--- src/rtl/riscv_tpr_update_ctrl_if.sv ---
`default_nettype none
// ============================================================================
// Module      : riscv_tpr_update_ctrl_if
// Description : Bundles the CSR write handshake and the ID/EX/WB pipeline
//               status/control signals that connect to the TPR update
//               controller.
//               slave  modport : controller side
//               master modport : CSR stage / pipeline side
// Ports       : csr_tpr_we_i, csr_tpr_wdata_i, csr_tpr_ready_o,
//               id_issue_i, wb_retire_i, flush_i, stall_id_o, tpr_o,
//               tpr_update_o, busy_o, err_o
// Revision    : 1.0 - initial release
// ============================================================================
interface riscv_tpr_update_ctrl_if;
  logic        csr_tpr_we_i;
  logic [31:0] csr_tpr_wdata_i;
  logic        csr_tpr_ready_o;
  logic        id_issue_i;
  logic        wb_retire_i;
  logic        flush_i;
  logic        stall_id_o;
  logic [31:0] tpr_o;
  logic        tpr_update_o;
  logic        busy_o;
  logic        err_o;

  modport slave (
    input  csr_tpr_we_i, csr_tpr_wdata_i, id_issue_i, wb_retire_i, flush_i,
    output csr_tpr_ready_o, stall_id_o, tpr_o, tpr_update_o, busy_o, err_o
  );

  modport master (
    output csr_tpr_we_i, csr_tpr_wdata_i, id_issue_i, wb_retire_i, flush_i,
    input  csr_tpr_ready_o, stall_id_o, tpr_o, tpr_update_o, busy_o, err_o
  );
endinterface
`default_nettype wire

--- src/rtl/riscv_tpr_update_ctrl.sv ---
`default_nettype none
// ============================================================================
// Module      : riscv_tpr_update_ctrl
// Description : Sequences Tag Propagation Register writes so a new tag-mode
//               policy takes effect exactly at an instruction boundary.
//               A CSR write stalls ID, waits until every instruction already
//               issued past ID has retired (or is flushed), commits the new
//               TPR value, then releases the stall.
// Ports       : clk  - core clock, rising edge
//               rst  - asynchronous active-high reset
//               bus  - slave side of riscv_tpr_update_ctrl_if
//                      (CSR write handshake, issue/retire/flush in,
//                       stall/TPR/update/busy/error out)
// Revision    : 1.0 - initial release
// ============================================================================
module riscv_tpr_update_ctrl #(
  parameter int          MAX_INFLIGHT = 3,
  parameter logic [31:0] TPR_RESET    = 32'h0000_0000
) (
  input  wire logic                     clk,
  input  wire logic                     rst,
  riscv_tpr_update_ctrl_if.slave        bus
);

  localparam int            CW    = $clog2(MAX_INFLIGHT + 1);
  localparam logic [CW-1:0] c_MAX = CW'(MAX_INFLIGHT);
  localparam logic [CW-1:0] c_ONE = CW'(1);

  typedef enum logic [1:0] {
    ST_IDLE   = 2'd0,
    ST_DRAIN  = 2'd1,
    ST_COMMIT = 2'd2
  } state_t;

  state_t        r_state;
  logic [CW-1:0] r_inflight;
  logic [31:0]   r_pending;
  logic [31:0]   r_tpr;
  logic          r_update;
  logic          r_stall;
  logic          r_ready;
  logic          r_busy;
  logic          r_err;

  logic [CW-1:0] w_cnt_next;
  logic          w_cnt_err;
  logic          w_proto_err;

  // In-flight tracking. Flush wins over issue/retire; underflow and overflow
  // hold the counter and raise the sticky error instead of wrapping.
  always_comb begin
    w_cnt_next = r_inflight;
    w_cnt_err  = 1'b0;
    if (bus.flush_i) begin
      w_cnt_next = '0;
    end else if (bus.id_issue_i && !bus.wb_retire_i) begin
      if (r_inflight == c_MAX) begin
        w_cnt_err = 1'b1;
      end else begin
        w_cnt_next = r_inflight + c_ONE;
      end
    end else if (!bus.id_issue_i && bus.wb_retire_i) begin
      if (r_inflight == '0) begin
        w_cnt_err = 1'b1;
      end else begin
        w_cnt_next = r_inflight - c_ONE;
      end
    end
  end

  // ID must not issue while we hold it; it still gets counted above.
  assign w_proto_err = bus.id_issue_i && r_stall;

  always_ff @(posedge clk or posedge rst) begin
    if (rst) begin
      r_inflight <= '0;
      r_err      <= 1'b0;
    end else begin
      r_inflight <= w_cnt_next;
      if (w_cnt_err || w_proto_err) begin
        r_err <= 1'b1;
      end
    end
  end

  // Control FSM. Every output is registered alongside the state so nothing
  // on the ID stall path depends combinationally on the inputs.
  always_ff @(posedge clk or posedge rst) begin
    if (rst) begin
      r_state   <= ST_IDLE;
      r_pending <= '0;
      r_tpr     <= TPR_RESET;
      r_update  <= 1'b0;
      r_stall   <= 1'b0;
      r_ready   <= 1'b1;
      r_busy    <= 1'b0;
    end else begin
      case (r_state)
        ST_IDLE: begin
          if (bus.csr_tpr_we_i && r_ready) begin
            r_pending <= bus.csr_tpr_wdata_i;
            r_state   <= ST_DRAIN;
            r_ready   <= 1'b0;
            r_stall   <= 1'b1;
            r_busy    <= 1'b1;
          end
        end
        ST_DRAIN: begin
          // Registered count is used: an instruction issued in the accept
          // cycle is already visible here and must drain under the old TPR.
          if ((r_inflight == '0) || bus.flush_i) begin
            r_tpr    <= r_pending;
            r_update <= 1'b1;
            r_state  <= ST_COMMIT;
          end
        end
        ST_COMMIT: begin
          r_update <= 1'b0;
          r_state  <= ST_IDLE;
          r_ready  <= 1'b1;
          r_stall  <= 1'b0;
          r_busy   <= 1'b0;
        end
        default: begin
          r_update <= 1'b0;
          r_state  <= ST_IDLE;
          r_ready  <= 1'b1;
          r_stall  <= 1'b0;
          r_busy   <= 1'b0;
        end
      endcase
    end
  end

  assign bus.csr_tpr_ready_o = r_ready;
  assign bus.stall_id_o      = r_stall;
  assign bus.tpr_o           = r_tpr;
  assign bus.tpr_update_o    = r_update;
  assign bus.busy_o          = r_busy;
  assign bus.err_o           = r_err;

endmodule
`default_nettype wire

--- src/flat_wrapper.sv ---
// flat-port wrapper written by rule: the top's interface ports become plain ports
module riscv_tpr_update_ctrl_flat 
#(
  parameter int          MAX_INFLIGHT = 3,
  parameter logic [31:0] TPR_RESET    = 32'h0000_0000
)
  (clk, rst, bus_csr_tpr_we_i, bus_csr_tpr_wdata_i, bus_id_issue_i, bus_wb_retire_i, bus_flush_i, bus_csr_tpr_ready_o, bus_stall_id_o, bus_tpr_o, bus_tpr_update_o, bus_busy_o, bus_err_o);
  riscv_tpr_update_ctrl_if bus_i ();
  input  wire logic clk;
  input  wire logic rst;
  input wire logic [$bits(bus_i.csr_tpr_we_i)-1:0] bus_csr_tpr_we_i;
  input wire logic [$bits(bus_i.csr_tpr_wdata_i)-1:0] bus_csr_tpr_wdata_i;
  input wire logic [$bits(bus_i.id_issue_i)-1:0] bus_id_issue_i;
  input wire logic [$bits(bus_i.wb_retire_i)-1:0] bus_wb_retire_i;
  input wire logic [$bits(bus_i.flush_i)-1:0] bus_flush_i;
  output wire logic [$bits(bus_i.csr_tpr_ready_o)-1:0] bus_csr_tpr_ready_o;
  output wire logic [$bits(bus_i.stall_id_o)-1:0] bus_stall_id_o;
  output wire logic [$bits(bus_i.tpr_o)-1:0] bus_tpr_o;
  output wire logic [$bits(bus_i.tpr_update_o)-1:0] bus_tpr_update_o;
  output wire logic [$bits(bus_i.busy_o)-1:0] bus_busy_o;
  output wire logic [$bits(bus_i.err_o)-1:0] bus_err_o;
  assign bus_i.csr_tpr_we_i = bus_csr_tpr_we_i;
  assign bus_i.csr_tpr_wdata_i = bus_csr_tpr_wdata_i;
  assign bus_i.id_issue_i = bus_id_issue_i;
  assign bus_i.wb_retire_i = bus_wb_retire_i;
  assign bus_i.flush_i = bus_flush_i;
  assign bus_csr_tpr_ready_o = bus_i.csr_tpr_ready_o;
  assign bus_stall_id_o = bus_i.stall_id_o;
  assign bus_tpr_o = bus_i.tpr_o;
  assign bus_tpr_update_o = bus_i.tpr_update_o;
  assign bus_busy_o = bus_i.busy_o;
  assign bus_err_o = bus_i.err_o;
  riscv_tpr_update_ctrl #(.MAX_INFLIGHT(MAX_INFLIGHT), .TPR_RESET(TPR_RESET)) u_core (.clk(clk), .rst(rst), .bus(bus_i));
endmodule
--- config.mk ---
export PLATFORM = sky130hd
export DESIGN_NAME = riscv_tpr_update_ctrl_flat
export DESIGN_NICKNAME = d
export VERILOG_FILES = /design/src/rtl/riscv_tpr_update_ctrl_if.sv /design/src/rtl/riscv_tpr_update_ctrl.sv /design/src/flat_wrapper.sv
export SDC_FILE = /design/constraint.sdc
export NUM_CORES = 1
export LEC_CHECK = 0
export ABC_CLOCK_PERIOD_IN_PS = 6590
export CORE_MARGIN = 5
export CORE_UTILIZATION = 51
export CTS_CLUSTER_DIAMETER = 80
export DETAILED_ROUTE_END_ITERATION = 12
export PLACE_DENSITY_LB_ADDON = 0.25
export SETUP_SLACK_MARGIN = 0.4
export SLEW_MARGIN = 25
export SYNTH_ARGS = -nofsm -noshare
export SYNTH_HDL_FRONTEND = slang
export SYNTH_SLANG_ARGS = --single-unit
--- constraint.sdc ---
create_clock -name clk -period 6.59 [get_ports clk]
set_input_delay 1.318 -clock clk [delete_from_list [all_inputs] [get_ports clk]]
set_output_delay 1.318 -clock clk [all_outputs]
set_load 0.02 [all_outputs]
==> out/metrics.cfg <==
[synthesis]
synthesis.nets = 210
synth_area_mm2 = 0.002780
ys.flop_type = dfrtp_1
syn_inst = 172
yosysWarnings = 0
avgSynthCellArea_um2 = 16.16
synthArstFlopShare_pct = 100.0
synth-edff-count = 0
ys_seq_area_share_pct = 64.85
ys_types = 23
ys_ff_latch = 72

[global_route]
grt_pass1_wl_um = 8680
grt.total_usage_pct = 15.96
antenna_found_initial = 0
grt_overflow = 0
grt_max_degree = 73
grt_pass1_vias = 1811

[floorplanning]
die_x_um = 83.83
start_util_pct = 53.41
ios = 75
fp.dieH_um = 83.83
rows = 26
dieArea_mm2 = 0.007027
core-area_mm2 = 0.005205

[worst_setup_path]
cpMaxStageDelayCell = o21bai_4
path_class = in2reg
required_ns = 6.81
path_cells = clkdlybuf4s50_1 -> o21bai_4 -> mux2_2
crit_fanout = 34
worstSetupEndpointType = flop
start_kind = input pin
max_stage_delay_ns = 0.82
cp.arrival_ns = 3.09
path_buf_inv = 1
crit_family = compound AO/OA/AOI/OAI gates

[final_layout]
nFillCells = 376
final_net_count = 290
drive_gt1_share_pct = 32.30
final_core_util_pct = 72.09
final_common_cell = clkdlybuf4s50_1
diodes = 0
final_cell_mix = clkdlybuf4s50_1 (74), dfrtp_1 (71), mux2_2 (62)
finalNonFillerCells = 327
design_area_mm2 = 0.003752
area_growth_pct = 34.97

[sta]
fin_skew_ns = 0.006130
worst_pin_slew_ns = 0.9833
fmax_mhz = 347.3
hold_ws_ns = 0.4892
hold_viol_final = 0
finalCriticalPeriod_ns = 2.879
setup-tns-final_ns = 0
fin_crit_sh_pct = 43.69
relSlewSlack_pct = 34.27
finalWorstSetupSlack_ns = 3.711
final_max_slew_viol_count = 0
rsz0062_at_grt = false
setup_viol = 0

[drt]
met3_length_um = 334
drtPass1Iterations = 3
first_iter_violations = 51
wl_per_cell_um = 15.38
via_count = 1619
drc = 0
postRouteWirelength_um = 5030
wl_met2_um = 2502
ant_nets = 0
top_layer_used = met4
vias_per_cell = 4.951
drt-met1-wl_um = 2102

[placement]
place_congestion = 0.6862
dp_slack_ns = 3.334
port_buffers = 74
dpl.hpwl_um = 3425
placed_cell_area_mm2 = 0.003553
placed_cells = 311

[pwr]
powerDensity_mw_per_mm2 = 476.5
totalPowerFinal_mw = 1.788
irDropWorstVdd_mv = 0.2768
total_leakage_power_nw = 1.628

[cts]
cts_tree = built
clock-root-buffer = clkbuf_8
cts_buffers = 9
clk_pin_slew_ns = 0.07
clock-sinks = 72
hold_buffers = 0
clkLatencyLatePin_ns = 0.33
cts_resized = 0
cts_htree_levels = 3
post-cts-setup-buffer-count = 0
clock_path_buffers = 2

[flow_run]
maxCapViolations = 0

[min_path]
min_path_type = reg2reg

[outcome]
status = finished, final reports clean

power breakdown:
part           switching, mW  internal (mW)
clock                  0.148          0.195
sequential             0.107          0.651
combinational          0.286          0.402
routing by layer:
metal | up-vias | GRT usage [%]
met5 | - | 0
met4 | 0 | 5.848
met3 | 9 | 7.601
met2 | 46 | 25.81
met1 | 804 | 18.47
li1 | 760 | -
registers in the layout, summed over array words and instances, names as in the netlist:
name and flops:
u_core.r_inflight 2, u_core.r_pending 32, u_core.bus.tpr_o 32, u_core.bus.tpr_update_o 1, u_core.bus.stall_id_o 1, u_core.bus.err_o 1
u_core.bus.csr_tpr_ready_o 1, u_core.r_state 2
cell families (layout without fill, tap and decap cells):
| logic type | after synthesis | in the layout | share of synthesized area [%] |
|---|---|---|---|
| AOI/OAI and AO/OA | 11 | 11 | 2.475 |
| and+or+nand+nor | 13 | 13 | 3.286 |
| muxes | 64 | 64 | 25.92 |
| buffers and inverters | 12 | 97 | 3.465 |
| DFF | 72 | 72 | 64.85 |
Yosys cell counts (all sizes together) (2+ instances only):
cell type  instances  area share, %
a21oi              2           0.36
inv                5           0.68
o21ai              5           0.90
nor4b              2            1.2
nor2               2           0.27
nand2              2           0.27
dfrtp             71             64
nand2b             3           0.68
buf                6            2.3
mux2              64             26
path summary, 6_finish.rpt:
check                                     startpoint              endpoint  slack (ns)  depth (start not counted)
worst max-delay path                     bus_flush_i  u_core.bus.tpr_o[23]        3.71                          3
worst min-delay path            u_core.r_pending[25]  u_core.r_pending[25]        0.49                          1
worst max register to register  u_core.r_inflight[1]  u_core.bus.tpr_o[23]        4.72                          3
worst min register to register  u_core.r_pending[25]  u_core.r_pending[25]        0.49                          1
max in group asynchronous                        rst   u_core.r_pending[5]        4.45                          3
min in group asynchronous                        rst  u_core.r_pending[15]        1.56                          3
final cells by class:
type | count | area (um^2) | share of cell area (%)
clock buffer | 13 | 158.9 | 4.235
timing repair buffer | 76 | 755.7 | 20.14
sequential | 72 | 1803 | 48.05
clock inverter | 3 | 40.04 | 1.067
tap | 70 | 87.58 | 2.334
inverter | 5 | 18.77 | 0.5002
multi-input combinational | 88 | 888.4 | 23.67
Note: power is estimated with default switching activity, not from simulation.
